[config.mk]
export PLATFORM = sky130hd
export DESIGN_NAME = reorder_buffer
export DESIGN_NICKNAME = d
export VERILOG_FILES = /design/src/rtl/reorder_buffer.sv
export SDC_FILE = /design/constraint.sdc
export NUM_CORES = 2
export LEC_CHECK = 0
export ABC_AREA = 0
export CORE_MARGIN = 2
export CORE_UTILIZATION = 59
export DETAILED_ROUTE_END_ITERATION = 6
export HOLD_SLACK_MARGIN = 0.05
export PLACE_DENSITY = 0.86
export SETUP_SLACK_MARGIN = 0.15
export SLEW_MARGIN = 20
export SYNTH_ARGS = -nofsm -noshare
export SYNTH_HDL_FRONTEND = slang
export SYNTH_SLANG_ARGS = --single-unit
[constraint.sdc]
create_clock -name clk -period 19.91 [get_ports clk]
set_input_delay 3.982 -clock clk [delete_from_list [all_inputs] [get_ports clk]]
set_output_delay 3.982 -clock clk [all_outputs]
set_load 0.02 [all_outputs]
[src/rtl/reorder_buffer.sv]
`default_nettype none
// ============================================================================
// Module   : reorder_buffer
// Function : In-order retirement buffer for out-of-order completions, with
//            store hand-off and mispredict flush at retire.
// Revision : 1.0
// ============================================================================
module reorder_buffer #(
    parameter int ADDR_WIDTH = 32,
    parameter int DATA_WIDTH = 32,
    parameter int PHY_WIDTH  = 6,
    parameter int ROB_WIDTH  = 5
) (
    input  logic                  clk,
    input  logic                  rst,
    input  logic                  alloc_valid,
    input  logic [PHY_WIDTH-1:0]  alloc_rd_phy,
    input  logic [PHY_WIDTH-1:0]  alloc_old_phy,
    output logic                  alloc_ready,
    output logic [ROB_WIDTH-1:0]  alloc_rob_id,
    input  logic                  commit_alu_valid,
    input  logic [ROB_WIDTH-1:0]  commit_alu_rob_id,
    input  logic [1:0]            commit_ls_valid,
    input  logic [ROB_WIDTH-1:0]  commit_ls_rob_id,
    input  logic [DATA_WIDTH-1:0] commit_wdata,
    input  logic [ADDR_WIDTH-1:0] commit_waddr,
    input  logic                  commit_branch_valid,
    input  logic                  commit_jump_valid,
    input  logic [ROB_WIDTH-1:0]  commit_branch_rob_id,
    input  logic                  commit_mispredict,
    input  logic                  commit_actual_taken,
    input  logic [ADDR_WIDTH-1:0] commit_actual_target,
    input  logic [ADDR_WIDTH-1:0] commit_nextPC,
    output logic                  retire_valid,
    output logic [ROB_WIDTH-1:0]  retire_rob_id,
    output logic [PHY_WIDTH-1:0]  retire_old_phy,
    output logic                  retire_store_valid,
    output logic [ADDR_WIDTH-1:0] retire_waddr,
    output logic [DATA_WIDTH-1:0] retire_wdata,
    output logic                  flush,
    output logic [ADDR_WIDTH-1:0] redirect_pc
);

    localparam int                   c_DEPTH   = 1 << ROB_WIDTH;
    localparam logic [ROB_WIDTH:0]   c_FULL    = (ROB_WIDTH+1)'(c_DEPTH);
    localparam logic [ROB_WIDTH:0]   c_CNT_ONE = 1;
    localparam logic [ROB_WIDTH-1:0] c_PTR_ONE = 1;
    localparam logic [c_DEPTH-1:0]   c_ONE     = 1;

    logic [c_DEPTH-1:0]    r_valid, r_done, r_is_store, r_mispred;
    logic [PHY_WIDTH-1:0]  r_rd_phy  [c_DEPTH];
    logic [PHY_WIDTH-1:0]  r_old_phy [c_DEPTH];
    logic [ADDR_WIDTH-1:0] r_waddr   [c_DEPTH];
    logic [ADDR_WIDTH-1:0] r_target  [c_DEPTH];
    logic [DATA_WIDTH-1:0] r_wdata   [c_DEPTH];
    logic [ROB_WIDTH-1:0]  r_head, r_tail;
    logic [ROB_WIDTH:0]    r_count;

    logic                  r_retire_valid, r_retire_store_valid, r_flush;
    logic [ROB_WIDTH-1:0]  r_retire_rob_id;
    logic [PHY_WIDTH-1:0]  r_retire_old_phy;
    logic [ADDR_WIDTH-1:0] r_retire_waddr, r_redirect_pc;
    logic [DATA_WIDTH-1:0] r_retire_wdata;

    logic                  w_alloc_ready, w_alloc, w_retire, w_flush_now, w_br_valid;
    logic [ADDR_WIDTH-1:0] w_br_target;
    logic [c_DEPTH-1:0]    w_alloc_sel, w_ret_sel, w_cmp_gate;
    logic [c_DEPTH-1:0]    w_done_sel, w_st_sel, w_br_sel;
    logic                  w_unused_rd_phy;

    assign w_alloc_ready = (r_count < c_FULL) && !r_flush;
    assign w_alloc       = alloc_valid && w_alloc_ready;
    assign w_retire      = r_valid[r_head] && r_done[r_head];
    assign w_flush_now   = w_retire && r_mispred[r_head];
    assign w_br_valid    = commit_branch_valid || commit_jump_valid;
    assign w_br_target   = commit_actual_taken ? commit_actual_target : commit_nextPC;

    // Completions only land on live entries, and never during the flush cycle.
    assign w_cmp_gate  = r_flush ? '0 : r_valid;
    assign w_alloc_sel = w_alloc  ? (c_ONE << r_tail) : '0;
    assign w_ret_sel   = w_retire ? (c_ONE << r_head) : '0;
    assign w_st_sel    = (commit_ls_valid[1] ? (c_ONE << commit_ls_rob_id) : '0) & w_cmp_gate;
    assign w_br_sel    = (w_br_valid ? (c_ONE << commit_branch_rob_id) : '0) & w_cmp_gate;
    assign w_done_sel  = ((commit_alu_valid ? (c_ONE << commit_alu_rob_id) : '0)
                        | ((|commit_ls_valid) ? (c_ONE << commit_ls_rob_id) : '0)
                        | w_br_sel) & w_cmp_gate;

    // rd_phy is held per entry for debug visibility; no retire path reads it.
    assign w_unused_rd_phy = ^r_rd_phy[r_head];

    always_ff @(posedge clk or negedge rst) begin
        if (!rst) begin
            r_valid    <= '0;
            r_done     <= '0;
            r_is_store <= '0;
            r_mispred  <= '0;
            r_head     <= '0;
            r_tail     <= '0;
            r_count    <= '0;
        end else if (w_flush_now) begin
            r_valid <= '0;
            r_done  <= '0;
            r_head  <= '0;
            r_tail  <= '0;
            r_count <= '0;
        end else begin
            r_valid    <= (r_valid | w_alloc_sel) & ~w_ret_sel;
            r_done     <= (r_done & ~w_alloc_sel) | w_done_sel;
            r_is_store <= (r_is_store & ~w_alloc_sel) | w_st_sel;
            r_mispred  <= (r_mispred & ~w_alloc_sel & ~w_br_sel)
                        | (w_br_sel & {c_DEPTH{commit_mispredict}});
            if (w_alloc)  r_tail <= r_tail + c_PTR_ONE;
            if (w_retire) r_head <= r_head + c_PTR_ONE;
            case ({w_alloc, w_retire})
                2'b10:   r_count <= r_count + c_CNT_ONE;
                2'b01:   r_count <= r_count - c_CNT_ONE;
                default: r_count <= r_count;
            endcase
        end
    end

    always_ff @(posedge clk) begin
        for (int i = 0; i < c_DEPTH; i++) begin
            if (w_alloc_sel[i]) begin
                r_rd_phy[i]  <= alloc_rd_phy;
                r_old_phy[i] <= alloc_old_phy;
            end
            if (w_st_sel[i]) begin
                r_waddr[i] <= commit_waddr;
                r_wdata[i] <= commit_wdata;
            end
            if (w_br_sel[i]) r_target[i] <= w_br_target;
        end
    end

    always_ff @(posedge clk or negedge rst) begin
        if (!rst) begin
            r_retire_valid       <= 1'b0;
            r_retire_store_valid <= 1'b0;
            r_flush              <= 1'b0;
            r_retire_rob_id      <= '0;
            r_retire_old_phy     <= '0;
            r_retire_waddr       <= '0;
            r_retire_wdata       <= '0;
            r_redirect_pc        <= '0;
        end else begin
            r_retire_valid       <= w_retire;
            r_retire_store_valid <= w_retire && r_is_store[r_head];
            r_flush              <= w_flush_now;
            if (w_retire) begin
                r_retire_rob_id  <= r_head;
                r_retire_old_phy <= r_old_phy[r_head];
                r_retire_waddr   <= r_waddr[r_head];
                r_retire_wdata   <= r_wdata[r_head];
            end
            if (w_flush_now) r_redirect_pc <= r_target[r_head];
        end
    end

    assign alloc_ready        = w_alloc_ready;
    assign alloc_rob_id       = r_tail;
    assign retire_valid       = r_retire_valid;
    assign retire_rob_id      = r_retire_rob_id;
    assign retire_old_phy     = r_retire_old_phy;
    assign retire_store_valid = r_retire_store_valid;
    assign retire_waddr       = r_retire_waddr;
    assign retire_wdata       = r_retire_wdata;
    assign flush              = r_flush;
    assign redirect_pc        = r_redirect_pc;

endmodule
`default_nettype wire

# Yosys cells after proc, flatten, opt, wreduce, memory -nomap -nowiden
# Memories as Yosys holds them, arrays and structs flattened. A register that Yosys moved wholly into a read port is not among the register bits.
# Index checks and enable logic that the tools add are counted.
# classes
add_sub_neg,4
shifts,5
n_lt_le_gt_ge,2
reduce_logical,15
eq_ne,2
n_mux,216
n_bitwise,18
# ops
op,count
$mux 32,10
$and 32x32->32,9
$mux 1,196
$or 32x32->32,6
$shl 1x5->32 const A,5
$not 32->32,3
$bmux 1 s5,4
$mux 5,4
$pmux 6 s2,1
$add 5x1->5 const B,2
$add 6x1->6 const B,1
$lt 5x6->1 const B,1
$lt 6x6->1 const B,1
$mux 6,1
$sub 6x1->6 const B,1
$logic_and 1x1->1,5
$logic_not 1->1,5
$reduce_bool 2->1,2
$reduce_bool 3->1,1
$eq 2x1->1 const B,1
$eq 2x2->1 const B,1
$reduce_or 2->1,1
$logic_or 1x1->1,1
# word_totals
n_memories,4
wordCells,277
ram_bits,3264
reg_bits,152
# mem_list
memory,words,word_bits,read_ports,rd_clocked_by_memory_dff,wr,line_no,rtl
r_target,32,32,1,1,32,54,logic [ADDR_WIDTH-1:0] r_target [c_DEPTH];
r_waddr,32,32,1,1,32,53,logic [ADDR_WIDTH-1:0] r_waddr [c_DEPTH];
r_wdata,32,32,1,1,32,55,logic [DATA_WIDTH-1:0] r_wdata [c_DEPTH];
r_old_phy,32,6,1,1,32,52,logic [PHY_WIDTH-1:0] r_old_phy [c_DEPTH];

# Logic depth before layout (Yosys ltp)
# depth
depth_word,8
depth_mapped,15
depth_no_buf,11

# Worst setup path before layout
# No wires, ideal clock.
# synth_path
path_kind,input-to-reg
start,input commit_ls_rob_id[3]
end,register r_is_store[30]
setup_ps,90
t_required_ps,19820
path_stages,5
arrival_time_ps,12046
setup_slack_ps,7775
n_path_buf,1
path_cell_list,clkbuf_1 -> nor2b_1 -> nand3_1 -> nor4b_1 -> a22o_1
# synth_between
elab_chain_cells,4
# synth_lines
element,line_no,rtl
from (decl),24,"input logic [ROB_WIDTH-1:0] commit_ls_rob_id,"
$shl 1x5->32,82,assign w_st_sel = (commit_ls_valid[1] ? (c_ONE << commit_ls_rob_id) : '0) & w_cmp_gate;
$mux 32,82,
$and 32x32->32,82,
named net w_st_sel[30],68,"logic [c_DEPTH-1:0] w_done_sel, w_st_sel, w_br_sel;"
$or 32x32->32,109,r_is_store <= (r_is_store & ~w_alloc_sel) | w_st_sel;
to (signal assigned),109,
to (decl),50,"logic [c_DEPTH-1:0] r_valid, r_done, r_is_store, r_mispred;"
# The timed path passes the listed nets, and every way through them passes these cells.
# A chain may end at the register's enable or synchronous reset.

# Final worst setup path
# layout_path
start,register r_head[0]
end,"register r_retire_wdata[20], in the netlist retire_wdata[20], read port of r_wdata"
# layout_between
elab_chain_cells,3
# layout_lines
element,line_no,rtl
from (decl),56,"logic [ROB_WIDTH-1:0] r_head, r_tail;"
from (signal assigned),113,if (w_retire) r_head <= r_head + c_PTR_ONE;
$bmux 1 s5,73,assign w_retire = r_valid[r_head] && r_done[r_head];
$mux 1 (implied by the code),73,
$logic_and 1x1->1,73,
to (decl),63,logic [DATA_WIDTH-1:0] r_retire_wdata;
# Several ways; a longest one is shown, not always the timed one. The select of a mux whose other input is x is not followed.

==> metrics.yaml <==
timing:
  min_period_over_period_pct: 39.67
  fin_setup_tns_ns: 0
  worst_pin_slew_ns: 1.309
  slew_headroom_pct: 12.27
  finalHoldViolCount: 0
  max_freq_ghz: 0.1266
  finClkSkew_ns: 0.07754
  fin_crit_ns: 7.898
  slew_violations: 0
  fin_ws_ns: 12.01
  whs_ns: 0.4903
  rsz0062_at_grt: "no"
  setup_violations: 0
floorplanning:
  fp.dieArea_sq_um: 234600
  die_y_um: 484.4
  start_util_pct: 59.28
  fp-row-count: 176
  io_pins: 281
  core_sq_um: 229700
  fp.dieW_um: 484.4
routing:
  drt_iter0_drc: 13820
  wl_um: 432400
  wl_per_cell_um: 43.77
  drc: 0
  postRouteAntennaNets: 0
  drt_pass1_iterations: 7
  via_per_inst: 7.640
  num_vias: 75480
clock_tree:
  cts_resized: 0
  cts_sinks: 3518
  clock_path_buffers: 4
  cts_tree: "yes"
  clk_pin_slew_ns: 0.06
  htreeDepth: 5
  cts_setup_buffers: 0
  cts_buffers: 351
  cts_hold_buffers: 0
  clock-root-buffer: "clkbuf_16"
  clk_latency_ns: 1.00
final_layout:
  nNetsFinal: 6741
  drive_gt1_share_pct: 27.46
  final_cells: 9879
  area_growth_pct: 13.05
logic_synthesis:
  synth.net_count: 6305
  syn_inst: 6123
  yosysWarnings: 0
  synth_cell_types: 57
  synth_common_cells: "edfxtp_1 (3264), mux4_2 (1038), nand2_1 (291)"
  netlist_area_sq_um: 136200
  synth.avg_cell_area_sq_um: 22.24
  yosysTopAreaCell: "edfxtp_1"
  yosysMostFrequentCell: "edfxtp_1"
  ys.flop_type: "edfxtp_1"
  synth-edff-count: 3264
  yosys_register_bits: 3518
  yosysSeqAreaShare_pct: 76.65
  netlist_top_cells_area: "edfxtp_1 (72%), mux4_2 (17%), dfrtp_1 (4.7%)"
  async_flop_share_pct: 7.220
  synth_top_area_share_pct: 71.98
placed_design:
  dp_hpwl_um: 205100
  port_buffers: 274
  globalplace.congestion: 0.9385
  placed_cells: 9230
  place_ws_ns: 11.75
grt:
  grt_pass1_wl_um: 598600
  grt_usage_pct: 36.92
  grt_pass1_vias: 76640
  grt_max_degree: 138
  overflow: 0
  antenna_found_initial: 42
worst_setup_path:
  worstSetupEndpointType: "flip-flop"
  startpoint_type: "flip-flop"
  crit_required_ns: 20.64
  criticalPathCategory: "reg -> reg"
  critical_path.max_fanout: 47
  cp.arrival_ns: 8.63
outcome:
  status: "complete, no violations"
job:
  max-cap-violations: 0
power_and_ir_drop:
  p_leak_nw: 48.45
  power_mw: 19.95
  vdd_drop_max_mv: 0.1123
  pwr_density_cell_nw_per_um2: 129.6
worst_hold_path:
  hold_path.class: "reg -> reg"
## per-layer routing
layer | GRT usage (%) | wire (um) | part of all wire, %
met1 | 44.95 | 131100 | 30
met2 | 59.13 | 210000 | 49
met3 | 9.310 | 55440 | 13
met4 | 24.55 | 35610 | 8.2
met5 | 0 | 203 | 0.047
## final timing paths
check / from / to / slack, ns / depth (start not counted)
worst max-delay path: r_head[0] / retire_wdata[20] / 12.01 / 10
worst max register to register: r_head[0] / retire_wdata[20] / 12.01 / 10
min in group asynchronous: rst / r_mispred[6] / 3.03 / 1
worst min-delay path: r_mispred[9] / r_mispred[9] / 0.49 / 1
max in group asynchronous: rst / retire_wdata[20] / 14.58 / 3
worst min register to register: r_mispred[9] / r_mispred[9] / 0.49 / 1
## flip-flops by register name (all words and copies together) (netlist names), 5 cells and up
name and count:
alloc_rob_id 5, r_count 6, r_done 32, r_head 5, r_is_store 32, r_mispred 32, r_old_phy 192, r_target 1024
r_valid 32, r_waddr 1024, r_wdata 1024, redirect_pc 32, retire_old_phy 6, retire_rob_id 5, retire_waddr 32, retire_wdata 32
## report_power, final
part / total [mW] / internal (mW) / switching, mW
Clock: 6.76 / 3.82 / 2.94
Combinational: 4.54 / 2.10 / 2.44
Sequential: 8.66 / 8.34 / 0.320
## cell usage in the layout (no fill, tap or decap), drive strengths merged, types with 21 or more instances in the layout
| master | n |
|---|---|
| edfxtp | 3264 |
| clkinvlp | 21 |
| a21oi | 87 |
| buf | 194 |
| nand3 | 46 |
| inv | 53 |
| o22ai | 63 |
| nor2b | 36 |
| nand2 | 292 |
| mux2 | 33 |
| nand2b | 31 |
| nor2 | 144 |
| bufinv | 35 |
| a22o | 29 |
| clkdlybuf4s50 | 241 |
| o21ai | 62 |
| o2bb2ai | 24 |
| clkinv | 116 |
| diode | 22 |
| o22a | 29 |
| dfrtp | 254 |
| nor3 | 34 |
| a31oi | 116 |
| clkbuf | 445 |
| mux4 | 1038 |
## layout make-up
cell class | instances | area (sq um)
inverters | 45 | 188.9
fillers | 12930 | 75750
well taps | 3026 | 3786
multi-input cells | 2208 | 30360
clock buffers | 445 | 9442
diodes | 22 | 55.05
clock inverters | 180 | 1882
flip-flops and latches | 3518 | 104400
repair buffers | 435 | 3834
## kinds of logic (layout without fill, tap and decap cells)
| kind of cell | after synthesis | count (layout) | synth area share, % |
|---|---|---|---|
| buffers and inverters | 397 | 1105 | 1.274 |
| XOR/XNOR | 6 | 6 | 0.03859 |
| AND/OR/NAND/NOR | 623 | 623 | 2.020 |
| other | 0 | 22 | 0 |
| flip-flops | 3518 | 3518 | 76.65 |
| AO/OA/AOI/OAI | 482 | 482 | 2.345 |
| adder cells (fa/ha/maj) | 17 | 17 | 0.1617 |
| multiplexers | 1080 | 1080 | 17.51 |
## critical path: stages, from the launching register on
cell	delay, ns
dfrtp_4	1.04
buf_4	0.79
buf_4	0.76
buf_4	0.85
buf_4	0.90
buf_4	0.76
buf_4	0.83
mux4_2	0.63
mux4_2	0.53
nand2_1	0.12
a31oi_1	0.12
## per-stage QoR
stage / utilization, % / instance area, sq um
after global placement: 62.11 / 142700
final: 67.02 / 153900
after CTS: 67.04 / 154000
after global routing: 67.01 / 153900
after detailed placement: 62.11 / 142700
after floorplan: - / 136200
Note: power is estimated with default switching activity, not from simulation.
